<file path="src/rtl/riscv_alu_pkg.sv">
// rtl/riscv_alu_pkg.sv - shared ALU op codes, RV32I opcodes and issue entry type
package riscv_alu_pkg;

  localparam int XLEN   = 32;
  localparam int RADDR_W = 5;

  typedef enum logic [3:0] {
    ALU_ADD  = 4'd0,
    ALU_SUB  = 4'd1,
    ALU_AND  = 4'd2,
    ALU_OR   = 4'd3,
    ALU_XOR  = 4'd4,
    ALU_SLL  = 4'd5,
    ALU_SRL  = 4'd6,
    ALU_SRA  = 4'd7,
    ALU_SLT  = 4'd8,
    ALU_SLTU = 4'd9
  } alu_op_e;

  localparam logic [6:0] OPC_OP     = 7'b0110011;
  localparam logic [6:0] OPC_OP_IMM = 7'b0010011;
  localparam logic [6:0] OPC_LOAD   = 7'b0000011;
  localparam logic [6:0] OPC_STORE  = 7'b0100011;

  // One issued operation as held in the output register or the skid slot.
  typedef struct packed {
    logic [XLEN-1:0]    a;
    logic [XLEN-1:0]    b;
    alu_op_e            op;
    logic [RADDR_W-1:0] rd;
    logic               illegal;
  } issue_entry_t;

  // funct3/funct7[5] -> ALU op; funct7[5] selects SUB only for register-register ops.
  function automatic alu_op_e arith_op(input logic [2:0] funct3, input logic funct7_5,
                                       input logic is_reg);
    case (funct3)
      3'b000:  arith_op = (is_reg && funct7_5) ? ALU_SUB : ALU_ADD;
      3'b001:  arith_op = ALU_SLL;
      3'b010:  arith_op = ALU_SLT;
      3'b011:  arith_op = ALU_SLTU;
      3'b100:  arith_op = ALU_XOR;
      3'b101:  arith_op = funct7_5 ? ALU_SRA : ALU_SRL;
      3'b110:  arith_op = ALU_OR;
      default: arith_op = ALU_AND;
    endcase
  endfunction

endpackage

</file>
<file path="src/rtl/alu_op_decode.sv">
// rtl/alu_op_decode.sv - combinational RV32I opcode/funct to ALU op decode
module alu_op_decode
  import riscv_alu_pkg::*;
(
  input  logic [6:0] opcode,
  input  logic [2:0] funct3,
  input  logic       funct7_5,
  output alu_op_e    op,
  output logic       use_imm,
  output logic       illegal
);

  // Unknown opcodes still issue as an ADD with the immediate, flagged illegal.
  always_comb begin
    op      = ALU_ADD;
    use_imm = 1'b1;
    illegal = 1'b0;
    case (opcode)
      OPC_OP: begin
        op      = arith_op(funct3, funct7_5, 1'b1);
        use_imm = 1'b0;
      end
      OPC_OP_IMM: op = arith_op(funct3, funct7_5, 1'b0);
      OPC_LOAD, OPC_STORE: op = ALU_ADD;
      default: illegal = 1'b1;
    endcase
  end

endmodule

</file>
<file path="src/rtl/alu_issue_stage.sv">
// rtl/alu_issue_stage.sv - ID->EX issue stage with decode, bypass (ALU_ISSUE_FWD_EN) and skid buffer
module alu_issue_stage
  import riscv_alu_pkg::*;
#(
  parameter int WIDTH  = XLEN,
  parameter int REG_AW = RADDR_W
) (
  input  logic              clk,
  input  logic              rst_n,
  input  logic              flush,
  input  logic              in_valid,
  output logic              in_ready,
  input  logic [6:0]        opcode,
  input  logic [2:0]        funct3,
  input  logic              funct7_5,
  input  logic [REG_AW-1:0] rs1_addr,
  input  logic [REG_AW-1:0] rs2_addr,
  input  logic [REG_AW-1:0] rd_addr,
  input  logic [WIDTH-1:0]  rs1_data,
  input  logic [WIDTH-1:0]  rs2_data,
  input  logic [WIDTH-1:0]  imm,
  input  logic              fwd_mem_we,
  input  logic [REG_AW-1:0] fwd_mem_rd,
  input  logic [WIDTH-1:0]  fwd_mem_data,
  input  logic              fwd_wb_we,
  input  logic [REG_AW-1:0] fwd_wb_rd,
  input  logic [WIDTH-1:0]  fwd_wb_data,
  output logic              out_valid,
  input  logic              out_ready,
  output logic [WIDTH-1:0]  alu_a,
  output logic [WIDTH-1:0]  alu_b,
  output logic [3:0]        alu_op,
  output logic [REG_AW-1:0] out_rd,
  output logic              out_illegal
);

  alu_op_e      dec_op;
  logic         dec_use_imm;
  logic         dec_illegal;
  logic [WIDTH-1:0] src1;
  logic [WIDTH-1:0] src2;
  issue_entry_t cap;
  issue_entry_t out_q;
  issue_entry_t skid_q;
  logic         skid_valid;
  logic         accept;

  alu_op_decode u_decode (
    .opcode   (opcode),
    .funct3   (funct3),
    .funct7_5 (funct7_5),
    .op       (dec_op),
    .use_imm  (dec_use_imm),
    .illegal  (dec_illegal)
  );

`ifdef ALU_ISSUE_FWD_EN
  // Youngest producer (EX/MEM) wins; x0 is hard-wired zero and never bypassed.
  function automatic logic [WIDTH-1:0] bypass(input logic [REG_AW-1:0] addr,
                                              input logic [WIDTH-1:0] rf_data);
    if (fwd_mem_we && (fwd_mem_rd == addr) && (addr != '0))
      bypass = fwd_mem_data;
    else if (fwd_wb_we && (fwd_wb_rd == addr) && (addr != '0))
      bypass = fwd_wb_data;
    else
      bypass = rf_data;
  endfunction

  assign src1 = bypass(rs1_addr, rs1_data);
  assign src2 = bypass(rs2_addr, rs2_data);
`else
  logic unused_fwd;
  assign unused_fwd = ^{fwd_mem_we, fwd_mem_rd, fwd_mem_data,
                        fwd_wb_we, fwd_wb_rd, fwd_wb_data, rs1_addr, rs2_addr};
  assign src1 = rs1_data;
  assign src2 = rs2_data;
`endif

  assign accept = in_valid && in_ready;

  // Assemble the entry captured on accept; immediate ops ignore the rs2 path entirely.
  always_comb begin
    cap         = '0;
    cap.a       = src1;
    cap.b       = dec_use_imm ? imm : src2;
    cap.op      = dec_op;
    cap.rd      = rd_addr;
    cap.illegal = dec_illegal;
  end

  // Output register plus one skid slot; skid drains into the output before new accepts.
  always_ff @(posedge clk or negedge rst_n) begin
    if (!rst_n) begin
      out_valid  <= 1'b0;
      in_ready   <= 1'b1;
      out_q      <= '0;
      skid_valid <= 1'b0;
      skid_q     <= '0;
    end else if (flush) begin
      out_valid  <= 1'b0;
      skid_valid <= 1'b0;
      in_ready   <= 1'b1;
    end else if (!out_valid || out_ready) begin
      if (skid_valid) begin
        out_q      <= skid_q;
        out_valid  <= 1'b1;
        skid_valid <= 1'b0;
        in_ready   <= 1'b1;
      end else if (accept) begin
        out_q     <= cap;
        out_valid <= 1'b1;
      end else begin
        out_valid <= 1'b0;
      end
    end else if (accept) begin
      skid_q     <= cap;
      skid_valid <= 1'b1;
      in_ready   <= 1'b0;
    end
  end

  assign alu_a       = out_q.a;
  assign alu_b       = out_q.b;
  assign alu_op      = out_q.op;
  assign out_rd      = out_q.rd;
  assign out_illegal = out_q.illegal;

endmodule
</file>
<file path="config.mk">
export PLATFORM = sky130hd
export DESIGN_NAME = alu_issue_stage
export DESIGN_NICKNAME = d
export VERILOG_FILES = /design/src/rtl/riscv_alu_pkg.sv /design/src/rtl/alu_op_decode.sv /design/src/rtl/alu_issue_stage.sv
export SDC_FILE = /design/constraint.sdc
export NUM_CORES = 1
export LEC_CHECK = 0
export BUFFER_PORTS_ARGS = -buffer_cell sky130_fd_sc_hd__buf_2
export CAP_MARGIN = 20
export CORE_MARGIN = 4
export CORE_UTILIZATION = 48
export DETAILED_ROUTE_END_ITERATION = 7
export GPL_ROUTABILITY_DRIVEN = 1
export PLACE_DENSITY_LB_ADDON = 0.12
export SYNTH_ARGS = -nofsm -noshare
export SYNTH_HDL_FRONTEND = slang
export SYNTH_SLANG_ARGS = --single-unit
</file>
<file path="constraint.sdc">
create_clock -name clk -period 2.2 [get_ports clk]
set_input_delay 0.33 -clock clk [delete_from_list [all_inputs] [get_ports clk]]
set_output_delay 0.33 -clock clk [all_outputs]
set_load 0.01 [all_outputs]
</file>
Word level (Yosys, flattened, before mapping)

Index checks and enable logic that the tools add are counted.

Equal/unequal tests: 11
Multiplexer cells: 20
Bitwise logic cells: 2
Reduce and logical (&&, ||, !) cells: 11

Operators by type and width:

| cell                                           | number |
|---|---|
| two-way mux 74 bit                             | 2 |
| case mux 4 bit (7 select lines)                | 2 |
| two-way mux 32 bit                             | 1 |
| == test 7 x 6 -> 1 bit (second input constant) | 2 |
| two-way mux 1 bit                              | 14 |
| == test 3 bit (second input constant)          | 3 |
| case mux 4 bit (2 select lines)                | 1 |
| == test 7 x 2 -> 1 bit (second input constant) | 1 |
| == test 7 x 5 -> 1 bit (second input constant) | 1 |
| == test 3 x 2 -> 1 bit (second input constant) | 2 |
| AND reduction 3 bit                            | 2 |
| nonzero test 2 bit                             | 2 |
| OR reduction 4 bit                             | 1 |
| == test 3 x 1 -> 1 bit (second input constant) | 1 |
| logical NOT 3 bit                              | 1 |
| != test 3 bit (second input constant)          | 1 |
| nonzero test 3 bit                             | 1 |
| inverter 1 bit                                 | 2 |
| AND reduction 2 bit                            | 1 |
| logical AND 1 bit                              | 1 |
| logical NOT 1 bit                              | 1 |
| logical OR 1 bit                               | 1 |

Register bits after elaboration: 151
Input bits: 203
Output and inout port bits: 76
Logic and storage cells: 57

Depth between registers and ports, before layout

Depth in word-level cells: 5
Depth in mapped cells: 7
Gate-level depth less buffers: 4

Cells and area by module

A second synthesis with hierarchy kept.

Cells, all modules: 526
Area, all modules: 7253.2 µm²

By module, submodules not included:

| module          | instances | cells each | area each (µm²) | sequential area each (µm²) |
|---|---|---|---|---|
| alu_issue_stage | 1         | 511        | 7136.8          | 3779.9 |
| alu_op_decode   | 1         | 15         | 116.4           | 0.0 |

Least setup slack after synthesis

Ideal clock, no wire load.

Path kind: reg2reg
From: reg in_ready
To: reg skid_q[8] in the netlist's numbering
Arrival time: 1.593 ns
Data required time: 2.090 ns
Setup slack: 0.497 ns
Cell stages (with the launch flop): 6
Period minus slack after synthesis: 1.703 ns
Cells stage by stage: dfstp_2 -> nand2_1 -> or3_1 -> clkbuf_1 -> clkbuf_1 -> o41ai_1

Longest elaborated chain between the ends: 2

RTL lines:

| what                          | RTL line               | text |
|---|---|---|
| start: declaration            | alu_issue_stage.sv:12  | `output logic in_ready,` |
| start signal: assignment      | alu_issue_stage.sv:95  | `in_ready <= 1'b1;` |
| start signal: assignment      | alu_issue_stage.sv:102 | `in_ready <= 1'b1;` |
| start signal: assignment      | alu_issue_stage.sv:108 | `in_ready <= 1'b1;` |
| logical AND 1 bit             | alu_issue_stage.sv:79  | `assign accept = in_valid && in_ready;` |
| AND reduction 3 bit (no line) | --                     |  |
| end signal: assignment        | alu_issue_stage.sv:116 | `skid_q <= cap;` |
| end: declaration              | alu_issue_stage.sv:44  | `issue_entry_t skid_q;` |

Every way passes these cells.
A chain may end at the register's enable or synchronous reset.

Worst setup path in the final report

From: reg skid_valid
To: reg out_q (netlist bit alu_b[30])

Longest elaborated chain between the ends: 2
Elaborated cells on any way between the ends: 3
Those cells by class: 1 x mux; 2 x reduce/logical

RTL lines:

| what                          | RTL line               | text |
|---|---|---|
| start: declaration            | alu_issue_stage.sv:45  | `logic skid_valid;` |
| start signal: assignment      | alu_issue_stage.sv:97  | `skid_valid <= 1'b0;` |
| start signal: assignment      | alu_issue_stage.sv:101 | `skid_valid <= 1'b0;` |
| start signal: assignment      | alu_issue_stage.sv:107 | `skid_valid <= 1'b0;` |
| nonzero test 2 bit (no line)  | --                     |  |
| AND reduction 3 bit (no line) | --                     |  |
| end signal: assignment        | alu_issue_stage.sv:105 | `out_q <= skid_q;` |
| end signal: assignment        | alu_issue_stage.sv:110 | `out_q <= cap;` |
| end: declaration              | alu_issue_stage.sv:43  | `issue_entry_t out_q;` |

Parallel ways exist; a longest one is shown, timed or not.

==> flow_summary.toml <==
[timing]
min_period_ns = 1.89
slew_violations = 0
max_freq_mhz = 528
skew_ns = 0.00874
setup_violations = 0
finalHoldViolCount = 0
worstMarginPinSlew_ns = 0.624
slew_headroom = 0.584
fin_crit_sh = 0.860
rsz0062_at_grt = "false"
tns_ns = 0

[clock_network]
cts_tree = "yes"
h-tree-depth = 4
cts_inserted_buffers = 17
cts_root_buffer = "clkbuf_16"
cts_resized = 0
clk_pin_slew_ns = 0.06
postCtsHoldBufs = 1
clock_sinks = 151
clk_latency_ns = 0.43
post-cts-setup-buffers = 0
clock_path_buffers = 2

[logic_synthesis]
synth_nets = 907
synth_cell_types = 33
syn_avg_cell_area_um2 = 9.47
ys_ff_latch = 151
yosysWarnings = 0
ys_seq_area_frac = 0.567
syn_inst = 704
synth_area_um2 = 6670

[die]
die-area_um2 = 15800
num_rows = 42
io_pins = 279
fp.dieH_um = 126
start_util = 0.498
die-width_um = 126
core-area_um2 = 13400

[setup_path]
reg2reg_depth = 5
r2r-start = "skid_valid"
path_class = "register to register"
cp_cell_sequence = "buf_12 -> inv_1 -> nand2_1 -> buf_4 -> o211ai_1"
critPathRequiredTime_ns = 2.49
cp.arrival_ns = 2.18
cpPeakStageDelay_ns = 0.43
crit_fanout = 80
critPathTopFamily = "buffers and inverters"
r2r_end = "alu_b[30]"
slowest_stage = "dfrtp_4"
regToRegSetupSlack_ns = 0.31
start_kind = "register"
endpoint_kind = "register"
path_buf_inv = 3

[power]
powerDensity_nw_per_um2 = 940
cellLeakagePower_nw = 4.11
total_power_mw = 8.01
peakVddDrop_mv = 0.607

[min_path]
min_from = "rs1_data[31]"
holdCritPathClass = "primary input to register"
hold_path_depth = 3
holdPathEnd = "skid_q[73]"

[run]
max_cap_viol_count = 0

[detailed_routing]
routed_wl_um = 17200
avgRoutedWirePerCell_um = 16.0
drc_errors = 0
first_pass_iters = 5
vias = 5700
vias_per_cell = 5.31
antenna_left = 0
drt_iter0_markers = 315

[global_route]
overflow = 0
grt_pass1_wl_um = 28600
grt_pass1_vias = 5832
grt_use_total = 0.223
antenna_found_initial = 1
grt_max_degree = 81

[placed_design]
dp_hpwl_um = 11600
gp_congestion = 0.812
portBuffers = 192

[finish]
areaGrowthSynthToFinish_pct = 27.9
drive_gt1_frac = 0.283
layout.nets = 1088
diodes = 0
nFillCells = 1159

[outcome]
status = "finished, final reports clean"
-- per-stage QoR --
| step | hold WS [ns] | utilization | worst slack [ns] | std cells | cell area [µm²] |
|---|---|---|---|---|---|
| 3_3_place_gp | 0.356 | 0.589 | 0.333 | 1041 | 7890 |
| 6_report | 0.103 | 0.636 | 0.307 | 1074 | 8530 |
| 2_1_floorplan | 0.0344 | - | 0.497 | 704 | 6670 |
| 4_1_cts | 0.0866 | 0.636 | 0.295 | 1074 | 8530 |
| 3_5_place_dp | 0.360 | 0.589 | 0.299 | 1041 | 7890 |
| 5_1_grt | 0.0871 | 0.636 | 0.144 | 1074 | 8530 |
-- state kept, by name (all words and copies together), names as in the netlist --
| signal | cells |
|---|---|
| alu_op | 4 |
| alu_b | 32 |
| skid_valid | 1 |
| skid_q | 74 |
| alu_a | 32 |
| out_valid | 1 |
| out_rd | 5 |
| out_illegal | 1 |
| in_ready | 1 |
-- cell type report --
cell class	count	area, µm²	area share
multi-input combinational	500	2690	0.315
inverter	3	11.3	0.00132
clock inverter	13	178	0.0208
tap	176	220	0.0258
timing repair buffer	212	1190	0.140
sequential	151	3780	0.444
clock buffer	19	453	0.0531
-- worst min-delay path: cells and delay by family --
kind,cells,cell delay [ns]
buffers and inverters,1,0.09
AND/OR/NAND/NOR,2,0.08
-- power by group --
group	total, mW	internal (mW)	switching, mW
combinational	1.28	0.543	0.741
clock	3.09	1.95	1.14
sequential	3.64	3.34	0.298
-- cells in the mapped netlist, drive strengths merged --
| cell type | instances | area (µm²) |
|---|---|---|
| o2111ai | 1 | 8.76 |
| a211oi | 14 | 105 |
| nand3 | 18 | 90.1 |
| nor2b | 1 | 6.26 |
| o21ai | 101 | 505 |
| o31ai | 2 | 15.0 |
| o211ai | 18 | 135 |
| and4 | 1 | 10.0 |
| nand3b | 2 | 15.0 |
| buf | 15 | 81.3 |
| or4 | 3 | 22.5 |
| mux2 | 1 | 11.3 |
| o41ai | 2 | 17.5 |
| nor4 | 1 | 6.26 |
| clkbuf | 35 | 131 |
| or3 | 3 | 20.0 |
| and2 | 1 | 6.26 |
| nand2 | 222 | 833 |
| or2 | 1 | 6.26 |
| nor3 | 4 | 25.0 |
| mux2i | 55 | 551 |
| nand2b | 2 | 12.5 |
| dfstp | 1 | 26.3 |
| a21oi | 27 | 135 |
| dfrtp | 150 | 3750 |
| inv | 3 | 11.3 |
| nor2 | 6 | 22.5 |
| a21boi | 14 | 105 |
-- routing by layer --
metal  track usage  vias up  routed length [µm]
met2         0.361      195                8260
met5             0        -                  13
met3        0.0665       31                1260
met1         0.285     2704                7350
met4        0.0826        2                 341
li1              -     2768                   -
-- how the worst max path moves through the flow --
| stage | start | end | slack (ns) | depth (start not counted) |
|---|---|---|---|---|
| floorplan | in_ready | skid_q[8] | 0.50 | 5 |
| global placement | skid_valid | alu_b[27] | 0.33 | 5 |
| detailed placement | skid_valid | alu_b[30] | 0.30 | 5 |
| CTS | skid_valid | alu_b[30] | 0.30 | 5 |
| global route | skid_valid | alu_a[5] | 0.14 | 4 |
| finish | skid_valid | alu_b[30] | 0.31 | 5 |
-- cells by family (layout without fill, tap and decap cells) --
kind of cell           Yosys count  in the layout  share of synthesized area
AOI/OAI and AO/OA              179            179                      0.154
buffers and inverters           53            247                     0.0336
DFF                            151            151                      0.567
muxes                           56             56                     0.0842
and+or+nand+nor                265            265                      0.161
-- layout by cell type, fill, tap and decap left out, types with 5 or more instances in the layout --
| cell | instances |
|---|---|
| buf_4 | 13 |
| o21ai_0 | 101 |
| dfrtp_1 | 149 |
| buf_2 | 191 |
| clkinvlp_4 | 5 |
| a21boi_0 | 14 |
| a21oi_1 | 27 |
| nand3_1 | 18 |
| clkbuf_16 | 17 |
| nand2_1 | 222 |
| nor2_1 | 6 |
| mux2i_1 | 55 |
| a211oi_1 | 14 |
| buf_12 | 6 |
| o211ai_1 | 18 |
Note: power is estimated with default switching activity, not from simulation.
